### config.mk
export PLATFORM = sky130hd
export DESIGN_NAME = occupancy_tracker
export DESIGN_NICKNAME = d
export VERILOG_FILES = /design/src/rtl/occupancy_tracker.sv
export SDC_FILE = /design/constraint.sdc
export NUM_CORES = 1
export LEC_CHECK = 0
export CORE_ASPECT_RATIO = 1.2
export CORE_MARGIN = 4
export CORE_UTILIZATION = 45
export CTS_BUF_LIST = sky130_fd_sc_hd__clkbuf_8
export DETAILED_ROUTE_END_ITERATION = 8
export GPL_TIMING_DRIVEN = 1
export PLACE_DENSITY = 0.67
export SLEW_MARGIN = 30
export SYNTH_ARGS = -nofsm -noshare
export SYNTH_HDL_FRONTEND = slang
export SYNTH_SLANG_ARGS = --single-unit
### constraint.sdc
create_clock -name clk -period 2.35 [get_ports clk]
set_clock_uncertainty 0.2 [all_clocks]
set_input_delay 0.3525 -clock clk [delete_from_list [all_inputs] [get_ports clk]]
set_output_delay 0.3525 -clock clk [all_outputs]
set_load 0.01 [all_outputs]
### src/rtl/occupancy_tracker.sv
// ---------------------------------------------------------------------------
// occupancy_tracker
//
// Turns a raw, glitchy bay-occupied sensor flag into a debounced occupancy
// flag. It emits one-cycle arrive/depart events and measures how long the
// current (or most recent) stay has lasted, in whole seconds.
//
// Parameters
//   DEBOUNCE_CYCLES  consecutive stable cycles needed to accept a change
//   TICK_CYCLES      clock cycles per parked-time second
//
// Ports
//   clk        in   system clock, rising-edge active
//   rst        in   asynchronous, active-high reset
//   parked     in   raw sensor flag, asynchronous to clk
//   occupied   out  debounced occupancy (high in OCCUPIED / DEPARTING)
//   arrive     out  one-cycle pulse when a car is accepted as parked
//   depart     out  one-cycle pulse when a car is accepted as gone
//   park_secs  out  seconds of the current / last stay, saturating at 65535
// ---------------------------------------------------------------------------
module occupancy_tracker #(
  parameter int DEBOUNCE_CYCLES = 5_000_000,
  parameter int TICK_CYCLES     = 100_000_000
) (
  input  logic        clk,
  input  logic        rst,
  input  logic        parked,
  output logic        occupied,
  output logic        arrive,
  output logic        depart,
  output logic [15:0] park_secs
);

  // A count of 1 would give a zero-width counter; keep at least one bit.
  localparam int DEB_W  = (DEBOUNCE_CYCLES > 1) ? $clog2(DEBOUNCE_CYCLES) : 1;
  localparam int TICK_W = (TICK_CYCLES > 1) ? $clog2(TICK_CYCLES) : 1;

  localparam logic [DEB_W-1:0]  DEB_LAST  = DEB_W'(DEBOUNCE_CYCLES - 1);
  localparam logic [TICK_W-1:0] TICK_LAST = TICK_W'(TICK_CYCLES - 1);
  localparam logic [15:0]       SECS_MAX  = 16'hFFFF;

  typedef enum logic [1:0] {
    EMPTY     = 2'd0,
    ARRIVING  = 2'd1,
    OCCUPIED  = 2'd2,
    DEPARTING = 2'd3
  } state_e;

  // Saturating seconds increment: the counter sticks at full scale.
  function automatic logic [15:0] sat_inc(input logic [15:0] v);
    return (v == SECS_MAX) ? v : v + 16'd1;
  endfunction

  // Registered state
  logic              sync1_q, sync2_q;
  state_e            state_q, state_d;
  logic [DEB_W-1:0]  deb_q,   deb_d;
  logic [TICK_W-1:0] tick_q,  tick_d;
  logic [15:0]       secs_q,  secs_d;
  logic              arrive_q, arrive_d;
  logic              depart_q, depart_d;
  logic              occ_q,    occ_d;

  logic parked_s;
  logic in_stay;

  assign parked_s = sync2_q;
  assign in_stay  = (state_q == OCCUPIED) || (state_q == DEPARTING);

  // ---- Next-state logic: debounce FSM, tick counter, seconds counter ----
  always_comb begin
    state_d  = state_q;
    deb_d    = deb_q;
    tick_d   = tick_q;
    secs_d   = secs_q;
    arrive_d = 1'b0;
    depart_d = 1'b0;

    case (state_q)
      EMPTY: begin
        if (parked_s) begin
          state_d = ARRIVING;
          deb_d   = '0;
        end
      end

      ARRIVING: begin
        if (!parked_s) begin
          // Sensor dropped before the debounce window filled: a glitch.
          state_d = EMPTY;
        end else if (deb_q == DEB_LAST) begin
          state_d  = OCCUPIED;
          arrive_d = 1'b1;
        end else begin
          deb_d = deb_q + 1'b1;
        end
      end

      OCCUPIED: begin
        if (!parked_s) begin
          state_d = DEPARTING;
          deb_d   = '0;
        end
      end

      DEPARTING: begin
        if (parked_s) begin
          // Car still there; the stay continues without interruption.
          state_d = OCCUPIED;
        end else if (deb_q == DEB_LAST) begin
          state_d  = EMPTY;
          depart_d = 1'b1;
        end else begin
          deb_d = deb_q + 1'b1;
        end
      end

      default: begin
        state_d = EMPTY;
        deb_d   = '0;
      end
    endcase

    // A new stay restarts the meter. Otherwise time advances only while a
    // car is accepted as present, and is frozen between stays.
    if (arrive_d) begin
      tick_d = '0;
      secs_d = '0;
    end else if (in_stay) begin
      if (tick_q == TICK_LAST) begin
        tick_d = '0;
        secs_d = sat_inc(secs_q);
      end else begin
        tick_d = tick_q + 1'b1;
      end
    end

    occ_d = (state_d == OCCUPIED) || (state_d == DEPARTING);
  end

  // ---- Register stage: synchronizer, FSM and registered outputs ----
  always_ff @(posedge clk or posedge rst) begin
    if (rst) begin
      sync1_q  <= 1'b0;
      sync2_q  <= 1'b0;
      state_q  <= EMPTY;
      deb_q    <= '0;
      tick_q   <= '0;
      secs_q   <= '0;
      arrive_q <= 1'b0;
      depart_q <= 1'b0;
      occ_q    <= 1'b0;
    end else begin
      sync1_q  <= parked;
      sync2_q  <= sync1_q;
      state_q  <= state_d;
      deb_q    <= deb_d;
      tick_q   <= tick_d;
      secs_q   <= secs_d;
      arrive_q <= arrive_d;
      depart_q <= depart_d;
      occ_q    <= occ_d;
    end
  end

  assign occupied  = occ_q;
  assign arrive    = arrive_q;
  assign depart    = depart_q;
  assign park_secs = secs_q;

endmodule

* Word-level counts from Yosys, hierarchy flattened
Index checks and enable logic that the tools add are counted.
Storage, ports and cells: register bits after elaboration 73, latch bits 0, bits in writable memories 0, bits in read-only memories 0, bits of input ports 3, output and inout bits 19, word-level logic and storage cells 57, memories kept 0
Cells by class: add/subtract/negate cells 3, $mul 0, divide/modulo/power cells 0, magnitude comparators 0, equal/unequal tests 13, shift operators 0, mux-type cells 25, bitwise logic cells 0, reductions and logical operators 7
Operators by type and width (number):
- $mux W23 | 5
- $pmux W23 S4 | 1
- $mux W27 | 3
- $mux W16 | 4
- $add A27 B1 Y27 const B | 1
- $eq A27 B27 Y1 const B | 1
- $add A23 B1 Y23 const B | 1
- $eq A23 B23 Y1 const B | 1
- $add A16 B1 Y16 const B | 1
- $eq A16 B16 Y1 const B | 1
- $mux W2 | 6
- $ne A2 B2 Y1 const B | 5
- $eq A2 B2 Y1 const B | 4
- $pmux W2 S4 | 1
- $mux W1 | 5
- $reduce_and A4 Y1 | 1
- $reduce_bool A2 Y1 | 2
- $reduce_and A3 Y1 | 1
- $eq A2 B1 Y1 const B | 1
- $logic_not A2 Y1 | 1
- $logic_or A1 B1 Y1 | 2

* Longest topological paths before layout
word-level depth 6, depth in mapped cells 8, mapped depth without buffers 7

* Worst setup path after synthesis
OpenSTA, ideal clock, no wires.
kind reg2reg, from register tick_q[0], to register tick_q[17], setup time 0.069 ns, arrival 1.853 ns, data required time 2.081 ns, setup slack 0.228 ns, cell stages (with the launch flop) 7, buffers on the path 0, period minus slack after synthesis 2.122 ns, path through dfrtp_1 ha_1 and3_1 nand4_1 o21ai_1 or4_2 nand3_1
On the way: word-level cells in the longest chain between the ends 4, elaborated cells between the ends (all ways) 5, classes of those cells add/sub (1); eq/ne (1); mux (3)
Ends and longest elaborated chain:
- start: declaration | RTL line 58 | logic [TICK_W-1:0] tick_q, tick_d;
- start signal: assignment | RTL line 158 | tick_q <= tick_d;
- $add A27 B1 Y27 or $eq A27 B27 Y1 (tied branches) | RTL line 134, 130
- $mux W27 (*) | RTL line 130 | if (tick_q == TICK_LAST) begin
- $mux W27 (*) | RTL line 129 | end else if (in_stay) begin
- $mux W27 (*) | RTL line 126 | if (arrive_d) begin
Every way passes the cells marked *; elsewhere a longest branch is shown, timed or not. The select of a mux whose other input is x is not followed. A chain may end at the register's enable or synchronous reset.

* Final worst setup path
from register deb_q[0], to register deb_q[6]
On the way: word-level cells in the longest chain between the ends 4, elaborated cells between the ends (all ways) 6, classes of those cells add/sub (1); eq/ne (1); mux (4)
Ends and longest elaborated chain:
- start: declaration | RTL line 57 | logic [DEB_W-1:0] deb_q, deb_d;
- start signal: assignment | RTL line 147 | deb_q <= '0;
- start signal: assignment | RTL line 157 | deb_q <= deb_d;
- $add A23 B1 Y23 or $eq A23 B23 Y1 (tied branches)
- $mux W23 (*) | RTL line 91, 110
- $mux W23, on equally long branches | RTL line 107, 88
- $pmux W23 S4 (*) | RTL line 79 | case (state_q)
Marked as above.

==> results.sh <==
export IMPL_run_status="complete, no violations"
export IMPL_grt_pass1_vias=3478
export IMPL_placed_cell_area_um2=4570
export IMPL_crit_family="simple AND/OR/NAND/NOR gates"
export IMPL_path_buf_inv=0
export IMPL_setup_viol=0
export IMPL_dr_first_iter_drc_count=172
export IMPL_crit_type="reg2reg"
export IMPL_core_um2=8660
export IMPL_syn_inst=435
export IMPL_hold_depth=0
export IMPL_r2r_slack_ns=0.11
export IMPL_setup_tns_ns=0
export IMPL_finalCritPeriodShare_pct=95.2
export IMPL_cts_htree_levels=3
export IMPL_comb_power_share_pct=2.7
export IMPL_finalHoldViolations=0
export IMPL_crit_path_end="deb_q[6]$_DFFE_PP0P_"
export IMPL_start_kind="register"
export IMPL_layout_common_cells="dfrtp_1, nand2_1, nand3_1"
export IMPL_initial_core_util_pct=46.7
export IMPL_grt_pass1_wl_um=16200
export IMPL_arrival_ns=2.32
export IMPL_yosysSeqAreaShare_pct=45.2
export IMPL_intPower_uw=1830
export IMPL_ys_flop_type="dfrtp_1"
export IMPL_crit_path_cell_trace="ha_1, and3_1, and4_2, a21o_4, or4_1, a21oi_1"
export IMPL_reg2regPathDepth=6
export IMPL_track_usage_pct=19.0
export IMPL_worstSkewPairLatency_ns=0.36
export IMPL_r2r_start="deb_q[0]$_DFFE_PP0P_"
export IMPL_synth_warnings=0
export IMPL_port_buffers=21
export IMPL_cts_tree="built"
export IMPL_slowest_delay_ns=0.43
export IMPL_place_gp_congestion=0.838
export IMPL_min_period_ns=2.24
export IMPL_leakagePower_uw=0.00210
export IMPL_hp_class="reg2reg"
export IMPL_clk_pin_slew_ns=0.08
export IMPL_worst_pin_slew_ns=0.455
export IMPL_syn_mean_instance_area_um2=9.30
export IMPL_ys_types=52
export IMPL_synth_edf_count=0
export IMPL_crit_required_ns=2.44
export IMPL_crit_path_start="deb_q[0]$_DFFE_PP0P_"
export IMPL_drc=0
export IMPL_async_reset_ff_share_pct=100
export IMPL_grt_overflow=0
export IMPL_synth_fp_nets=441
export IMPL_cp_end_kind="register"
export IMPL_fin_nets=491
export IMPL_vias_per_cell=5.69
export IMPL_p_seq_share_pct=53.8
export IMPL_cellPowerDensity_nw_per_um2=488
export IMPL_r2r_end="deb_q[6]$_DFFE_PP0P_"
export IMPL_io_pins=22
export IMPL_clockBufferDepth=2
export IMPL_slew_headroom_pct=69.4
export IMPL_synth_area_um2=4050
export IMPL_final_common_cell="dfrtp_1"
export IMPL_cpMaxStageDelayCell="dfrtp_1"
export IMPL_antenna_found_initial=0
export IMPL_dp_hpwl_um=6380
export IMPL_wire_per_inst_um=15.2
export IMPL_rows=37
export IMPL_grt_max_degree=74
export IMPL_cts_root_buf="clkbuf_8"
export IMPL_ys_ff_latch=73
export IMPL_p_switching_uw=542
export IMPL_maxSlewViolCount=0
export IMPL_drtPass1Iterations=4
export IMPL_drt_antenna_violating_nets=0
export IMPL_cp_depth=6
export IMPL_design_area_um2=4860
export IMPL_power_clock_fraction_pct=43.5
export IMPL_die_x_um=94.6
export IMPL_cts_buffers=9
export IMPL_area_growth_pct=20.1
export IMPL_cp_max_fo=8
export IMPL_die_area_um2=10600
export IMPL_die_height_um=112
export IMPL_insertedDiodeCount=0
export IMPL_switching_share_pct=22.9
export IMPL_drive_gt1_share_pct=15.7
export IMPL_ir_worst_vdd_mv=0.339
export IMPL_cap_violations=0
export IMPL_routed_wl_um=9210
export IMPL_vias=3452
export IMPL_timing_fmax_mhz=447
export IMPL_clock_sinks=73
-- metal layers --
metal	routed length [um]	global-route usage, %
met1	4130	24.5
met2	4650	31.3
met3	287	3.85
met4	138	6.83
met5	0	0
-- metrics by stage --
step | worst slack, ns | instances | hold WS, ns | total power (uW) | util, %
floorplan | 0.228 | 435 | 0.131 | 1340 | -
global placement | 0.0428 | 587 | 0.138 | 1360 | 52.8
detailed placement | -0.0241 | 587 | 0.141 | 1370 | 52.8
CTS | 0.0371 | 603 | 0.158 | 2400 | 55.3
global route | -0.000309 | 607 | 0.169 | 2460 | 56.1
finish | 0.113 | 607 | 0.156 | 2370 | 56.1
-- flip-flops by register name (all words and copies together), names as in the netlist --
| signal | cells |
|---|---|
| arrive | 1 |
| parked_s | 1 |
| deb_q | 23 |
| depart | 1 |
| occupied | 1 |
| tick_q | 27 |
| state_q | 2 |
| park_secs | 16 |
| sync1_q | 1 |
-- what timing repair did --
action	in CTS	in global routing
setup endpoints to repair	5	14
gates cloned	0	0
pin swaps	0	1
resized for setup	2	8
hold buffers	0	0
endpoints found under the hold margin	0	0
buffers inserted	0	4
-- worst min-delay path by stage --
stage                                 start                 end  slack (ns)
final                     sync1_q$_DFF_PP0_  parked_s$_DFF_PP0_        0.16
after global routing      sync1_q$_DFF_PP0_  parked_s$_DFF_PP0_        0.17
after CTS                 sync1_q$_DFF_PP0_  parked_s$_DFF_PP0_        0.16
after detailed placement  sync1_q$_DFF_PP0_  parked_s$_DFF_PP0_        0.14
after global placement    sync1_q$_DFF_PP0_  parked_s$_DFF_PP0_        0.14
after floorplan           sync1_q$_DFF_PP0_  parked_s$_DFF_PP0_        0.13
-- cells by family (layout without fill, tap and decap cells) --
group                      after synthesis  in the layout  share of synthesized area, %
xor gates and xnor gates                23             23                          4.98
muxes                                    2              2                         0.526
buffers and inverters                   31             86                          3.59
and+or+nand+nor                        221            221                          32.5
DFF                                     73             73                          45.2
adders and majority gates                3              3                         0.928
AOI/OAI and AO/OA                       82             82                          12.3
-- worst register-to-register path: stages, from the launching register on --
cell and delay, ns:
dfrtp_1 0.43, ha_1 0.26, and3_1 0.23, and4_2 0.25, a21o_4 0.24, or4_1 0.41, a21oi_1 0.15
-- final cells by class --
type / count / area [um2]
multi-input combinational: 331 / 2130
clock buffer: 11 / 151
inverter: 16 / 63.8
sequential: 73 / 1830
fill: 770 / 3800
timing repair buffer: 54 / 483
clock inverter: 5 / 55.1
tap: 117 / 146
-- synthesized netlist by cell type, drive strengths merged (2+ instances only) --
library cell  number  area share, %
dfrtp             73             45
nand2             41            3.8
nand3             36            4.7
nor2              30            2.8
o21ai             27            3.3
a21oi             25            3.2
or3               23            3.6
nand4             19            3.5
inv               16            1.5
nor3              16            2.0
xnor2             16            3.5
and4              12            2.6
nor4              12            2.5
a21o              10            1.9
buf               10            1.6
and3               7            1.1
xor2               7            1.5
or4                6            1.1
clkbuf             5           0.46
nand4b             5            1.4
a22o               4           0.87
nand2b             4           0.62
nor4b              4            1.6
a211oi             3           0.56
a31oi              3           0.46
ha                 3           0.93
nor4bb             3           0.74
o211ai             3           0.56
o31ai              3           0.56
a31o               2           0.43
-- power groups by stage --
stage               Sequential (uW)  Combinational, uW  Clock [uW]
floorplan                      1300               42.9           0
global placement               1300               65.0           0
detailed placement             1300               66.2           0
CTS                            1270               66.5        1050
global route                   1280               75.8        1110
finish                         1270               64.6        1030
No activity file was read; power rests on OpenSTA's default activity.
